--- config.mk ---
export PLATFORM = sky130hd
export DESIGN_NAME = uart_tx_ctrl_flat
export DESIGN_NICKNAME = d
export VERILOG_FILES = /design/src/rtl/uart_pkg.sv /design/src/rtl/uart_tx_ctrl_if.sv /design/src/rtl/uart_tx_ctrl.sv /design/src/flat_wrapper.sv
export SDC_FILE = /design/constraint.sdc
export NUM_CORES = 1
export LEC_CHECK = 0
export BUFFER_PORTS_ARGS = -buffer_cell sky130_fd_sc_hd__buf_2
export CORE_ASPECT_RATIO = 1.1
export CORE_MARGIN = 1
export CORE_UTILIZATION = 30
export CTS_CLUSTER_SIZE = 30
export DETAILED_ROUTE_END_ITERATION = 10
export PLACE_DENSITY = 0.48
export SETUP_SLACK_MARGIN = 0.2
export SYNTH_ARGS = -nofsm -noshare
export SYNTH_HDL_FRONTEND = slang
export SYNTH_SLANG_ARGS = --single-unit
export TNS_END_PERCENT = 10
--- constraint.sdc ---
create_clock -name clk -period 2.85 [get_ports clk]
set_input_delay 0.1425 -clock clk [delete_from_list [all_inputs] [get_ports clk]]
set_output_delay 0.1425 -clock clk [all_outputs]
set_load 0.02 [all_outputs]
--- src/rtl/uart_pkg.sv ---
// ---------------------------------------------------------------------------
// uart_pkg
// Shared UART definitions used by both the transmitter and the receiver.
//   state_t      : transmitter/receiver frame state (IDLE / TRANSMITTING)
//   BAUD_DIV_DEF : default clk cycles per bit (100 MHz / 38400)
//   PAR_*        : parity mode encodings
//   frame_bits() : number of bits in one frame for a given parity mode
// ---------------------------------------------------------------------------
package uart_pkg;

    typedef enum logic {
        IDLE         = 1'b0,
        TRANSMITTING = 1'b1
    } state_t;

    localparam int BAUD_DIV_DEF = 2604;

    localparam int PAR_NONE = 0;
    localparam int PAR_EVEN = 1;
    localparam int PAR_ODD  = 2;

    // start + 8 data + [parity] + stop
    function automatic int frame_bits(input int parity);
        return (parity == PAR_NONE) ? 10 : 11;
    endfunction

endpackage

--- src/rtl/uart_tx_ctrl_if.sv ---
// ---------------------------------------------------------------------------
// uart_tx_ctrl_if
// Host-side handshake of the UART transmitter.
//   trmt     : host -> tx, one-cycle pulse starting a frame
//   tx_data  : host -> tx, byte to send (sampled on accepted trmt)
//   clr_done : host -> tx, clears tx_done
//   TX       : tx -> line, serial output, idle high
//   busy     : tx -> host, frame in progress
//   tx_done  : tx -> host, sticky frame-complete flag
// master = host side, slave = transmitter side.
// ---------------------------------------------------------------------------
interface uart_tx_ctrl_if;

    logic       trmt;
    logic [7:0] tx_data;
    logic       clr_done;
    logic       TX;
    logic       busy;
    logic       tx_done;

    modport master (
        output trmt, tx_data, clr_done,
        input  TX, busy, tx_done
    );

    modport slave (
        input  trmt, tx_data, clr_done,
        output TX, busy, tx_done
    );

endinterface

--- src/rtl/uart_tx_ctrl.sv ---
// ---------------------------------------------------------------------------
// uart_tx_ctrl
// UART transmitter, LSB first, start/8 data/[parity]/stop framing.
// Parameters:
//   BAUD_DIV : clk cycles per bit, 16..4095
//   PARITY   : PAR_NONE / PAR_EVEN / PAR_ODD
// Ports:
//   clk   : system clock
//   rst_n : asynchronous active-low reset
//   bus   : uart_tx_ctrl_if.slave (trmt, tx_data, clr_done in;
//           TX, busy, tx_done out)
// ---------------------------------------------------------------------------
module uart_tx_ctrl
    import uart_pkg::*;
#(
    parameter int BAUD_DIV = BAUD_DIV_DEF,
    parameter int PARITY   = PAR_NONE
) (
    input  logic           clk,
    input  logic           rst_n,
    uart_tx_ctrl_if.slave  bus
);

    localparam logic [3:0]  LAST_BIT  = 4'(frame_bits(PARITY) - 1);
    localparam logic [11:0] BAUD_LAST = 12'(BAUD_DIV - 1);

    state_t      state_q,    state_d;
    logic [10:0] shft_q,     shft_d;
    logic [11:0] baud_cnt_q, baud_cnt_d;
    logic [3:0]  bit_cnt_q,  bit_cnt_d;
    logic        tx_q,       tx_d;
    logic        busy_q,     busy_d;
    logic        done_q,     done_d;

    logic        shift;
    logic        par_bit;

    assign shift   = (baud_cnt_q == BAUD_LAST);
    assign par_bit = (PARITY == PAR_ODD) ? ~^bus.tx_data : ^bus.tx_data;

    // NOTE: every signal gets its hold value first so no path leaves it
    // unassigned; that is what keeps this block free of latches.
    always_comb begin
        state_d    = state_q;
        shft_d     = shft_q;
        baud_cnt_d = baud_cnt_q;
        bit_cnt_d  = bit_cnt_q;
        busy_d     = busy_q;
        done_d     = done_q;

        if (bus.clr_done) begin
            done_d = 1'b0;
        end

        unique case (state_q)
            IDLE: begin
                baud_cnt_d = '0;
                if (bus.trmt) begin
                    // Unused top bit for the no-parity frame is just extra stop level.
                    shft_d    = (PARITY == PAR_NONE) ? {2'b11, bus.tx_data, 1'b0}
                                                     : {1'b1, par_bit, bus.tx_data, 1'b0};
                    bit_cnt_d = '0;
                    busy_d    = 1'b1;
                    done_d    = 1'b0;
                    state_d   = TRANSMITTING;
                end
            end
            TRANSMITTING: begin
                if (shift) begin
                    baud_cnt_d = '0;
                    bit_cnt_d  = bit_cnt_q + 4'd1;
                    // Shift in ones so the line rests high once the stop bit ends.
                    shft_d     = {1'b1, shft_q[10:1]};
                    if (bit_cnt_q == LAST_BIT) begin
                        busy_d  = 1'b0;
                        done_d  = ~bus.clr_done;
                        state_d = IDLE;
                    end
                end else begin
                    baud_cnt_d = baud_cnt_q + 12'd1;
                end
            end
            default: state_d = IDLE;
        endcase
    end

    // TX follows the next shift-register LSB so the start bit appears on the
    // same edge that accepts trmt.
    assign tx_d = shft_d[0];

    // NOTE: state registers use non-blocking assignments so every flop samples
    // the pre-edge values regardless of statement order.
    always_ff @(posedge clk or negedge rst_n) begin
        if (!rst_n) begin
            state_q    <= IDLE;
            shft_q     <= '1;
            baud_cnt_q <= '0;
            bit_cnt_q  <= '0;
            tx_q       <= 1'b1;
            busy_q     <= 1'b0;
            done_q     <= 1'b0;
        end else begin
            state_q    <= state_d;
            shft_q     <= shft_d;
            baud_cnt_q <= baud_cnt_d;
            bit_cnt_q  <= bit_cnt_d;
            tx_q       <= tx_d;
            busy_q     <= busy_d;
            done_q     <= done_d;
        end
    end

    assign bus.TX      = tx_q;
    assign bus.busy    = busy_q;
    assign bus.tx_done = done_q;

endmodule

--- src/flat_wrapper.sv ---
// flat-port wrapper written by rule: the top's interface ports become plain ports
module uart_tx_ctrl_flat import uart_pkg::*;
#(
    parameter int BAUD_DIV = BAUD_DIV_DEF,
    parameter int PARITY   = PAR_NONE
)
  (clk, rst_n, bus_trmt, bus_tx_data, bus_clr_done, bus_TX, bus_busy, bus_tx_done);
  uart_tx_ctrl_if bus_i ();
  input  logic clk;
  input  logic rst_n;
  input wire logic [$bits(bus_i.trmt)-1:0] bus_trmt;
  input wire logic [$bits(bus_i.tx_data)-1:0] bus_tx_data;
  input wire logic [$bits(bus_i.clr_done)-1:0] bus_clr_done;
  output wire logic [$bits(bus_i.TX)-1:0] bus_TX;
  output wire logic [$bits(bus_i.busy)-1:0] bus_busy;
  output wire logic [$bits(bus_i.tx_done)-1:0] bus_tx_done;
  assign bus_i.trmt = bus_trmt;
  assign bus_i.tx_data = bus_tx_data;
  assign bus_i.clr_done = bus_clr_done;
  assign bus_TX = bus_i.TX;
  assign bus_busy = bus_i.busy;
  assign bus_tx_done = bus_i.tx_done;
  uart_tx_ctrl #(.BAUD_DIV(BAUD_DIV), .PARITY(PARITY)) u_core (.clk(clk), .rst_n(rst_n), .bus(bus_i));
endmodule
======== After elaboration in Yosys (flattened, before gate mapping) ========
Index checks and enable logic that the tools add are counted.
W data, S select, Z words.
storage, ports and cells
  bits in registers ....................... 30
cells by class
  add/subtract/negate cells ............... 2
  multiplexer cells ....................... 21
  bitwise gates (word level) .............. 2
  equal/unequal tests ..................... 5
  reduce and logical (&&, ||, !) cells .... 2
operators with widths
  kind                     count
  $pmux W12 S2             1
  $mux W11                 2
  $pmux W11 S2             1
  $add A12 B1 Y12 const B  1
  $eq A12 B12 Y1 const B   1
  $mux W12                 1
  $mux W1                  10
  $mux W4                  2
  $pmux W4 S2              1
  $ne A2 B2 Y1 const B     3
  $pmux W1 S2              3
  $add A4 B1 Y4 const B    1
  $eq A4 B4 Y1 const B     1
  $reduce_and A3 Y1        1
  $not A1 Y1               2
  $reduce_and A2 Y1        1

======== Logic depth before layout (Yosys ltp) ========
Gate-level depths: netlist of run 1.
  word-level depth ........................ 4
  depth in mapped cells ................... 6
  gate-level depth less buffers ........... 5

======== Worst setup path after synthesis of run 1 ========
Ideal clock, no wire load.
  kind .................................... reg2reg
  start ................................... reg u_core.baud_cnt_q[0]
  end ..................................... reg u_core.busy_q (netlist: u_core.bus.busy)
  data arrival time ....................... 1.353 ns
  data required time ...................... 2.716 ns
  slack ................................... 1.362 ns
  library setup time ...................... 0.134 ns
  clock period less this slack ............ 1.488 ns
  stages on the path, launching flop included .. 7
  cell sequence ........................... dfrtp_1 ha_1 and4b_1 nand4_4 buf_6 o21ai_1 nand2_1
on the way
  word-level cells in the longest chain between the ends .. 3
RTL lines
  item                                line                 RTL
  start, declared                     uart_tx_ctrl.sv:29   logic [11:0] baud_cnt_q, baud_cnt_d;
  start signal, assigned              uart_tx_ctrl.sv:105  baud_cnt_q <= baud_cnt_d;
  $eq A12 B12 Y1                      uart_tx_ctrl.sv:38   assign shift = (baud_cnt_q == BAUD_LAST);
  $ne A2 B2 Y1 (no source line)       -
  $reduce_and A3 Y1 (no source line)  -
  end signal, assigned                uart_tx_ctrl.sv:108  busy_q <= busy_d;
  end, declared                       uart_tx_ctrl.sv:32   logic busy_q, busy_d;
No other way between the ends.
A chain may end at the register's enable or synchronous reset.

======== Worst setup path in the final report of run 1 ========
  start ................................... reg u_core.baud_cnt_q[0]
  end ..................................... reg u_core.shft_q[5]
on the way
  word-level cells in the longest chain between the ends .. 3
RTL lines
  item                                line                 RTL
  $eq A12 B12 Y1                      uart_tx_ctrl.sv:38
  $ne A2 B2 Y1 (no source line)       -
  $reduce_and A2 Y1 (no source line)  -
  end signal, assigned                uart_tx_ctrl.sv:104  shft_q <= shft_d;
  end, declared                       uart_tx_ctrl.sv:28   logic [10:0] shft_q, shft_d;
No other way between the ends.

==> results of run 1 <==
cell usage after synthesis, drive strengths merged (2+ instances only):
library cell	n	area (sq um)
ha	3	37.5
nand4	3	33.8
o22ai	7	43.8
nand2	11	41.3
buf	4	27.5
inv	5	18.8
a21oi	6	30.0
dfstp	9	236
nor4	2	18.8
xnor2	8	70.1
o21ai	7	35.0
xor2	4	35.0
dfrtp	19	475
nor2	23	86.3
nand3	11	55.1
nor3	2	10.0
flip-flops by register name, summed over array words and instances, names as in the netlist:
name and count:
u_core.baud_cnt_q 12, u_core.shft_q 9, u_core.bit_cnt_q 4, u_core.bus.busy 1, u_core.bus.tx_done 1, u_core.state_q 1
critical path: cells and delay by family (launching register included):
kind	cells	cell delay (ps)
fa+ha+maj	1	250
simple gates	2	620
flops	1	420
compound gates	2	350
layer usage:
metal / vias up / wire length, microns / GRT usage [%]
met3: 2 / 114 / 2.04
met2: 17 / 1240 / 21.8
met1: 480 / 1150 / 14.9
met4: 0 / 21 / 5.07
met5: - / 0 / 0
li1: 483 / - / -
kinds of logic (layout without fill, tap and decap cells):
family                   after synthesis  count (layout)  share of synthesized area (%)
flip-flops                            28              28                           53.2
AO/OA/AOI/OAI                         22              22                           9.16
adder cells (fa/ha/maj)                3               3                           2.80
buffers and inverters                 10              24                           3.74
XOR/XNOR                              12              12                           7.85
AND/OR/NAND/NOR                       58              58                           23.3
per-stage QoR:
stage               hold WS, ps  instance area (sq um)  std cells  setup WS, ps
global placement            192                   1450        196          1220
finish                      101                   1500        201          1150
detailed placement          201                   1450        196          1150
floorplan                  -153                   1340        133          1360
global route               96.4                   1500        201           961
CTS                        90.2                   1500        201          1130
worst paths after layout:
check / start / end / slack [ps]
max: u_core.baud_cnt_q[0] / u_core.shft_q[5] / 1150
min: bus_tx_data[7] / u_core.shft_q[8] / 100
max reg2reg: u_core.baud_cnt_q[0] / u_core.shft_q[5] / 1150
min reg2reg: u_core.shft_q[8] / u_core.shft_q[8] / 500
max in group asynchronous: rst_n / u_core.baud_cnt_q[11] / 2030
min in group asynchronous: rst_n / u_core.bus.busy / 420
cells in the final DEF, fill, tap and decap left out, types with 4 or more instances in the layout:
master   count
nor2_1      23
dfrtp_1     19
buf_2       14
nand3_1     11
nand2_1     11
dfstp_2      9
xnor2_1      8
o22ai_1      7
a21oi_1      6
inv_1        5
o21ai_0      5
xor2_1       4
where the power goes:
group	total [W]	leakage, nW	internal (W)	switching (W)
clock	0.000211	0.0228	0.0000998	0.000111
combinational	0.0000165	0.273	0.00000653	0.00000995
sequential	0.000398	0.313	0.000398	0
total	0.000625	0.608	0.000504	0.000121
cell type report:
cell class	instances	area (sq um)
fill	439	2790
sequential	28	712
multi-input combinational	95	577
timing repair buffer	15	80.1
tap	54	67.6
clock buffer	4	45.0
inverter	5	18.8
what timing repair did:
action                                 in CTS  in global routing
endpoints found under the hold margin      19                  0
setup buffers                               0                  0
hold buffers                                1                  0
==> results.sh, run 1 <==
export IMPL_outcome="finished clean"
export IMPL_clock_sinks=28
export IMPL_die_h_microns=72.1
export IMPL_hold_path_class="input port to register"
export IMPL_drtAntennaViolNets=0
export IMPL_finClkSkew_ps=1.87
export IMPL_cts_resized=0
export IMPL_cts_made_buffers=3
export IMPL_dr_first_iter_drc_count=26
export IMPL_slew_headroom_pct=58.8
export IMPL_final_core_util_pct=35.0
export IMPL_postRouteWirelength_mm=2.53
export IMPL_grt_first_pass_wirelength_mm=4.46
export IMPL_worst_slew_pin_slew_ps=619
export IMPL_worst_setup_path_end_kind="register"
export IMPL_rr_worst_depth=5
export IMPL_rows=25
export IMPL_htreeDepth=1
export IMPL_synth_flop_cell="dfrtp_1"
export IMPL_grt_antenna_before_repair=0
export IMPL_diodes=0
export IMPL_power_density_mw_per_mm2=417
export IMPL_fin_crit_sh_pct=59.8
export IMPL_io_pin_count=15
export IMPL_crit_slowest_cell="dfrtp_1"
export IMPL_criticalPathCategory="register to register"
export IMPL_min_period_ps=1700
export IMPL_grt_total_usage_pct=12.4
export IMPL_avgSynthCellArea_sq_um=10.1
export IMPL_rsz0062_at_grt="no"
export IMPL_max_clock_freq_ghz=0.587
export IMPL_cp_arrival_ps=1890
export IMPL_syn_inst=133
export IMPL_ys_types=31
export IMPL_viasPerCell=4.89
export IMPL_drive_gt1_share_pct=20.4
export IMPL_synth_warnings=0
export IMPL_wl_per_cell_microns=12.6
export IMPL_die_w_microns=65.7
export IMPL_peakVddDrop_uv=182
export IMPL_synth_seq_cells=28
export IMPL_core_region_area_sq_mm=0.00429
export IMPL_grt_pass1_vias=1006
export IMPL_dieArea_sq_mm=0.00473
export IMPL_async_flop_share_pct=100
export IMPL_setup_tns_final_ps=0
export IMPL_slowest_delay_ps=420
export IMPL_required_ps=3040
export IMPL_p_leak_nw=0.608
export IMPL_nets=163
export IMPL_cts_root_buf="clkbuf_8"
export IMPL_power_total_w=0.000625
export IMPL_post_dp_hpwl_mm=1.83
export IMPL_start_util_pct=31.2
export IMPL_path_max_fanout=25
export IMPL_synthesis_area_sq_mm=0.00134
export IMPL_start_kind="register"
export IMPL_grt_ovfl_total=0
export IMPL_maxCapViolCount=0
export IMPL_worstPathCellList="ha_1, and4b_1, nand4_4, o22ai_1, a21oi_1"
export IMPL_vias=982
export IMPL_port_buffers=14
export IMPL_clk_path_buf_depth=2
export IMPL_dr_pass1_iters=4
export IMPL_finalSetupViolCount=0
export IMPL_seq_area_frac_synth_pct=53.2
export IMPL_cts_tree="yes"
export IMPL_hold_violations=0
export IMPL_grt_max_degree=29
export IMPL_synth_edff_count=0
export IMPL_drc_errors=0
export IMPL_slew_violations=0
export IMPL_clkTransAtPathRegs_ps=90
export IMPL_synthesis_nets=148
export IMPL_area_growth_pct=12.1
export IMPL_whs_path_depth=3
export IMPL_place_gp_congestion=0.707
export IMPL_clock_latency_ps=260
No activity file was read; power rests on OpenSTA's default activity.
==> inputs of run 2 (changes only) <==
--- a/config.mk
+++ b/config.mk
@@ -11,7 +11,7 @@
 export CORE_UTILIZATION = 30
 export CTS_CLUSTER_SIZE = 30
 export DETAILED_ROUTE_END_ITERATION = 10
-export PLACE_DENSITY = 0.48
+export PLACE_DENSITY = 0.5
 export SETUP_SLACK_MARGIN = 0.2
 export SYNTH_ARGS = -nofsm -noshare
 export SYNTH_HDL_FRONTEND = slang
==> constraint.sdc (replaced) <==
create_clock -name clk -period 1.4 [get_ports clk]
set_input_delay 0.07 -clock clk [delete_from_list [all_inputs] [get_ports clk]]
set_output_delay 0.07 -clock clk [all_outputs]
set_load 0.02 [all_outputs]
==> results.sh, run 2 (same netlist as run 1, synthesis figures left out) <==
export IMPL_cts_tree="yes"
export IMPL_rows=25
export IMPL_wl_per_cell_microns=12.4
export IMPL_slew_headroom_pct=58.7
export IMPL_post_dp_hpwl_mm=2.08
export IMPL_power_density_mw_per_mm2=770
export IMPL_area_growth_pct=29.3
export IMPL_postRouteWirelength_mm=2.77
export IMPL_path_max_fanout=25
export IMPL_port_buffers=14
export IMPL_start_util_pct=31.2
export IMPL_hold_path_class="input port to register"
export IMPL_maxCapViolCount=0
export IMPL_cp_arrival_ps=1620
export IMPL_criticalPathCategory="register to register"
export IMPL_placed_cell_area_sq_mm=0.00162
export IMPL_htreeDepth=1
export IMPL_grt_ovfl_total=0
export IMPL_dr_first_iter_drc_count=50
export IMPL_peakVddDrop_uv=271
export IMPL_finalNonFillerCells=224
export IMPL_diodes=0
export IMPL_layout_commonest_cell="nor2_1"
export IMPL_worst_setup_path_end_kind="register"
export IMPL_max_clock_freq_ghz=0.690
export IMPL_reg_largest_list="u_core.baud_cnt_q x12, u_core.shft_q x9, u_core.bit_cnt_q x4"
export IMPL_fin_ws_ps=-49.8
export IMPL_viasPerCell=4.78
export IMPL_required_ps=1570
export IMPL_drive_gt1_share_pct=35.9
export IMPL_cts_made_buffers=3
export IMPL_finalSetupViolCount=16
export IMPL_min_period_ps=1450
export IMPL_place_gp_congestion=0.761
export IMPL_finClkSkew_ps=2.42
export IMPL_grt_antenna_before_repair=0
export IMPL_cts_root_buf="clkbuf_8"
export IMPL_largest_reg_flops=12
export IMPL_die_h_microns=72.1
export IMPL_clk_path_buf_depth=2
export IMPL_top_register="u_core.baud_cnt_q"
export IMPL_io_pin_count=15
export IMPL_worst_slew_pin_slew_ps=619
export IMPL_outcome="finished with violations"
export IMPL_slew_violations=0
export IMPL_layout_common_cells="nor2_1 (23), buf_4 (22), dfrtp_1 (19)"
export IMPL_dieArea_sq_mm=0.00473
export IMPL_dr_pass1_iters=3
export IMPL_grt_first_pass_wirelength_mm=5.02
export IMPL_clock_latency_ps=270
export IMPL_nets=186
export IMPL_start_kind="register"
export IMPL_final_area_sq_mm=0.00173
export IMPL_dp_cells=217
export IMPL_hold_violations=0
export IMPL_violations="negative setup slack"
export IMPL_grt_max_degree=29
export IMPL_fin_crit_sh_pct=104
export IMPL_drtAntennaViolNets=0
export IMPL_vias=1071
export IMPL_drc_errors=0
export IMPL_clkTransAtPathRegs_ps=90
export IMPL_core_region_area_sq_mm=0.00429
export IMPL_p_leak_nw=0.741
export IMPL_rsz0062_at_grt="yes"
export IMPL_die_w_microns=65.7
export IMPL_grt_pass1_vias=1173
export IMPL_grt_total_usage_pct=13.3
export IMPL_clock_sinks=28
-- run 2: report_power, final --
part / switching [W] / internal (W)
Clock: 0.000238 / 0.000251
Sequential: 0 / 0.000810
Combinational: 0.0000210 / 0.0000133
Total: 0.000259 / 0.00107
-- run 2: repair_timing --
action / CTS / global route
resized for setup: 1 / 8
gates cloned: 0 / 0
buffers inserted: 0 / 2
hold endpoints to repair: 19 / 0
setup endpoints to repair: 28 / 28
hold buffers: 1 / 0
pin swaps: 1 / 0
-- run 2: critical path, stage by stage, from the launching register on --
cell and delay (ps):
dfrtp_1 420, ha_4 180, and4b_2 250, nand4_4 110, buf_12 160, nor2_1 60
o21a_1 160
-- run 2: final timing paths --
check	from	endpoint	slack (ps)	cells past startpoint
setup / recovery	u_core.baud_cnt_q[0]	u_core.bus.tx_done	-50	6
hold / removal	bus_clr_done	u_core.bus.tx_done	20	3
setup reg to reg	u_core.baud_cnt_q[0]	u_core.bus.tx_done	-50	6
hold reg to reg	u_core.bus.tx_done	u_core.bus.tx_done	490	1
max in group asynchronous	rst_n	u_core.bit_cnt_q[2]	650	2
min in group asynchronous	rst_n	u_core.bit_cnt_q[3]	350	2
-- run 2: metal layers --
| metal | up-vias | routed length (microns) | part of all wire (%) | track usage (%) |
|---|---|---|---|---|
| met2 | 13 | 1430 | 51 | 24.7 |
| met4 | 0 | 16 | 0.58 | 2.90 |
| met3 | 2 | 91 | 3.3 | 1.42 |
| met5 | - | 0 | 0 | 0 |
| li1 | 527 | - | - | - |
| met1 | 529 | 1240 | 45 | 16.3 |
-- run 2: stage by stage --
step	total power [W]	utilization, %	setup slack (ps)	setup TNS, ps	hold WS [ps]
CTS	0.00136	39.3	-54.3	-582	17.0
global placement	0.000857	37.8	-8.55	-42.7	119
finish	0.00133	40.4	-49.8	-288	24.9
global route	0.00140	40.4	-125	-1820	32.0
detailed placement	0.000858	37.8	-43.7	-307	133
floorplan	0.000826	-	-57.0	-217	-226
-- run 2: area by class of cell --
class / instances / area, sq um
timing repair buffer: 38 / 265
tap: 54 / 67.6
multi-input combinational: 95 / 613
sequential: 28 / 712
clock buffer: 4 / 55.1
fill: 415 / 2550
inverter: 5 / 18.8
==> inputs of run 3 (changes only) <==
--- a/config.mk
+++ b/config.mk
@@ -9,6 +9,7 @@
 export CORE_ASPECT_RATIO = 1.1
 export CORE_MARGIN = 1
 export CORE_UTILIZATION = 30
+export CTS_BUF_LIST = sky130_fd_sc_hd__clkbuf_16
 export CTS_CLUSTER_SIZE = 30
 export DETAILED_ROUTE_END_ITERATION = 10
 export PLACE_DENSITY = 0.5
==> results.sh, run 3 (same netlist as run 1, synthesis figures left out) <==
export IMPL_rows=25
export IMPL_fin_crit_sh_pct=103
export IMPL_rr_worst_depth=6
export IMPL_hold_violations=0
export IMPL_min_from="bus_clr_done"
export IMPL_maxCapViolCount=0
export IMPL_min_to="u_core.bus.tx_done"
export IMPL_dr_first_iter_drc_count=38
export IMPL_criticalPathCategory="register to register"
export IMPL_rsz0062_at_grt="yes"
export IMPL_largest_reg_flops=12
export IMPL_die_h_microns=72.1
export IMPL_ff2ff_setup_slack_ps=-50
export IMPL_finalSetupViolCount=21
export IMPL_slew_headroom_pct=58.7
export IMPL_pre_cts_ws_ps=-43.7
export IMPL_layout_common_cells="nor2_1 (23), buf_4 (21), dfrtp_1 (19)"
export IMPL_drtAntennaViolNets=0
export IMPL_clkTransAtPathRegs_ps=60
export IMPL_reg_largest_list="u_core.baud_cnt_q x12, u_core.shft_q x9, u_core.bit_cnt_q x4"
export IMPL_slowest_delay_ps=410
export IMPL_top_register="u_core.baud_cnt_q"
export IMPL_viasPerCell=4.79
export IMPL_worst_slew_pin_slew_ps=620
export IMPL_path_buf_inv=1
export IMPL_dieArea_sq_mm=0.00473
export IMPL_grt_ovfl_total=0
export IMPL_htreeDepth=1
export IMPL_core_region_area_sq_mm=0.00429
export IMPL_wl_per_cell_microns=12.7
export IMPL_diodes=0
export IMPL_worst_setup_path_end_kind="register"
export IMPL_layout_commonest_cell="nor2_1"
export IMPL_grt_antenna_before_repair=0
export IMPL_required_ps=1550
export IMPL_cts_tree="yes"
export IMPL_grt_total_usage_pct=13.7
export IMPL_worstPathCellList="ha_4, and4b_2, nand4_4, buf_12, nor2_1, o21a_1"
export IMPL_crit_slowest_cell="dfrtp_1"
export IMPL_clock_sinks=28
export IMPL_post_dp_hpwl_mm=2.08
export IMPL_start_kind="register"
export IMPL_cp_depth=6
export IMPL_grt_pass1_vias=1188
export IMPL_max_clock_freq_ghz=0.691
export IMPL_cpLargestDelayFamily="simple AND/OR/NAND/NOR gates"
export IMPL_cts_root_buf="clkbuf_16"
export IMPL_rr_endpoint="u_core.bus.tx_done"
export IMPL_io_pin_count=15
export IMPL_area_growth_pct=31.2
export IMPL_die_w_microns=65.7
export IMPL_whs_path_depth=3
export IMPL_drive_gt1_share_pct=34.7
export IMPL_fin_ws_ps=-46.4
export IMPL_place_gp_congestion=0.761
export IMPL_hold_path_class="input port to register"
export IMPL_clk_path_buf_depth=2
export IMPL_postRouteWirelength_mm=2.85
export IMPL_p_leak_nw=0.751
export IMPL_port_buffers=14
export IMPL_r2r_start="u_core.baud_cnt_q[0]"
export IMPL_cp_arrival_ps=1600
export IMPL_setup_tns_final_ps=-507
export IMPL_violations="negative setup slack"
export IMPL_fillers=413
export IMPL_power_density_mw_per_mm2=841
export IMPL_cts_made_buffers=3
export IMPL_grt_max_degree=29
export IMPL_drc_errors=0
export IMPL_peakVddDrop_uv=408
export IMPL_vias=1073
export IMPL_min_period_ps=1450
export IMPL_finClkSkew_ps=2.36
export IMPL_slew_violations=0
export IMPL_start_util_pct=31.2
export IMPL_nets=186
export IMPL_clock_latency_ps=260
export IMPL_grt_first_pass_wirelength_mm=5.11
export IMPL_path_max_fanout=25
export IMPL_dr_pass1_iters=4
export IMPL_outcome="finished with violations"
==> run 3: changes by cell type in the layout (fill, tap and decap cells not counted), sizes merged <==
cell and delta:
clkbuf -1, clkinv +1
==> run 3: layout make-up <==
cell class | count | area [sq um] | area share [%]
flip-flops and latches | 28 | 712 | 40.5
multi-input cells | 95 | 611 | 34.8
repair buffers | 38 | 269 | 15.3
clock buffers | 3 | 75.1 | 4.27
well taps | 54 | 67.6 | 3.85
inverters | 5 | 18.8 | 1.07
clock inverters | 1 | 3.75 | 0.214
==> run 3: timing repair <==
action / CTS / global route
setup buffers: 1 / 1
pin swaps: 3 / 2
setup endpoints to repair: 28 / 28
hold buffers: 1 / 0
resized for setup: 2 / 7
endpoints found under the hold margin: 19 / 0
==> run 3: power breakdown <==
group | leakage (nW) | switching, W | internal (W)
Combinational | 0.399 | 0.0000211 | 0.0000134
Clock | 0.0385 | 0.000251 | 0.000382
Sequential | 0.313 | 0 | 0.000810
Total | 0.751 | 0.000272 | 0.00121
==> run 3: how the worst max path moves through the flow <==
stage	start	to
after floorplan	u_core.baud_cnt_q[0]	u_core.bus.busy
after global placement	u_core.baud_cnt_q[4]	u_core.baud_cnt_q[7]
after detailed placement	u_core.baud_cnt_q[1]	u_core.bus.tx_done
after CTS	u_core.baud_cnt_q[10]	u_core.shft_q[5]
after global routing	u_core.baud_cnt_q[1]	u_core.shft_q[4]
final	u_core.baud_cnt_q[0]	u_core.bus.tx_done
==> run 3: tightest hold or removal path, stage by stage <==
cell and delay, ps:
buf_2 70, nor2_1 30, o21a_1 90
==> run 3: through the flow <==
| step | area (sq um) | util, % | total power (W) | hold WS, ps | std cells |
|---|---|---|---|---|---|
| finish | 1760 | 41.0 | 0.00148 | 42.0 | 224 |
| CTS | 1720 | 40.1 | 0.00151 | 36.3 | 223 |
| global placement | 1620 | 37.8 | 0.000857 | 119 | 217 |
| floorplan | 1340 | - | 0.000826 | -226 | 133 |
| global route | 1760 | 41.0 | 0.00155 | 57.2 | 224 |
| detailed placement | 1620 | 37.8 | 0.000858 | 133 | 217 |
==> run 3: layer usage <==
layer  track usage, %  up-vias  routed length (microns)  share of wire [%]
li1                 -      530                        -                  -
met4             2.90        0                       19               0.67
met2             24.9       15                     1460                 51
met5                0        -                        0                  0
met1             16.9      526                     1270                 45
met3             1.73        2                      101                3.5
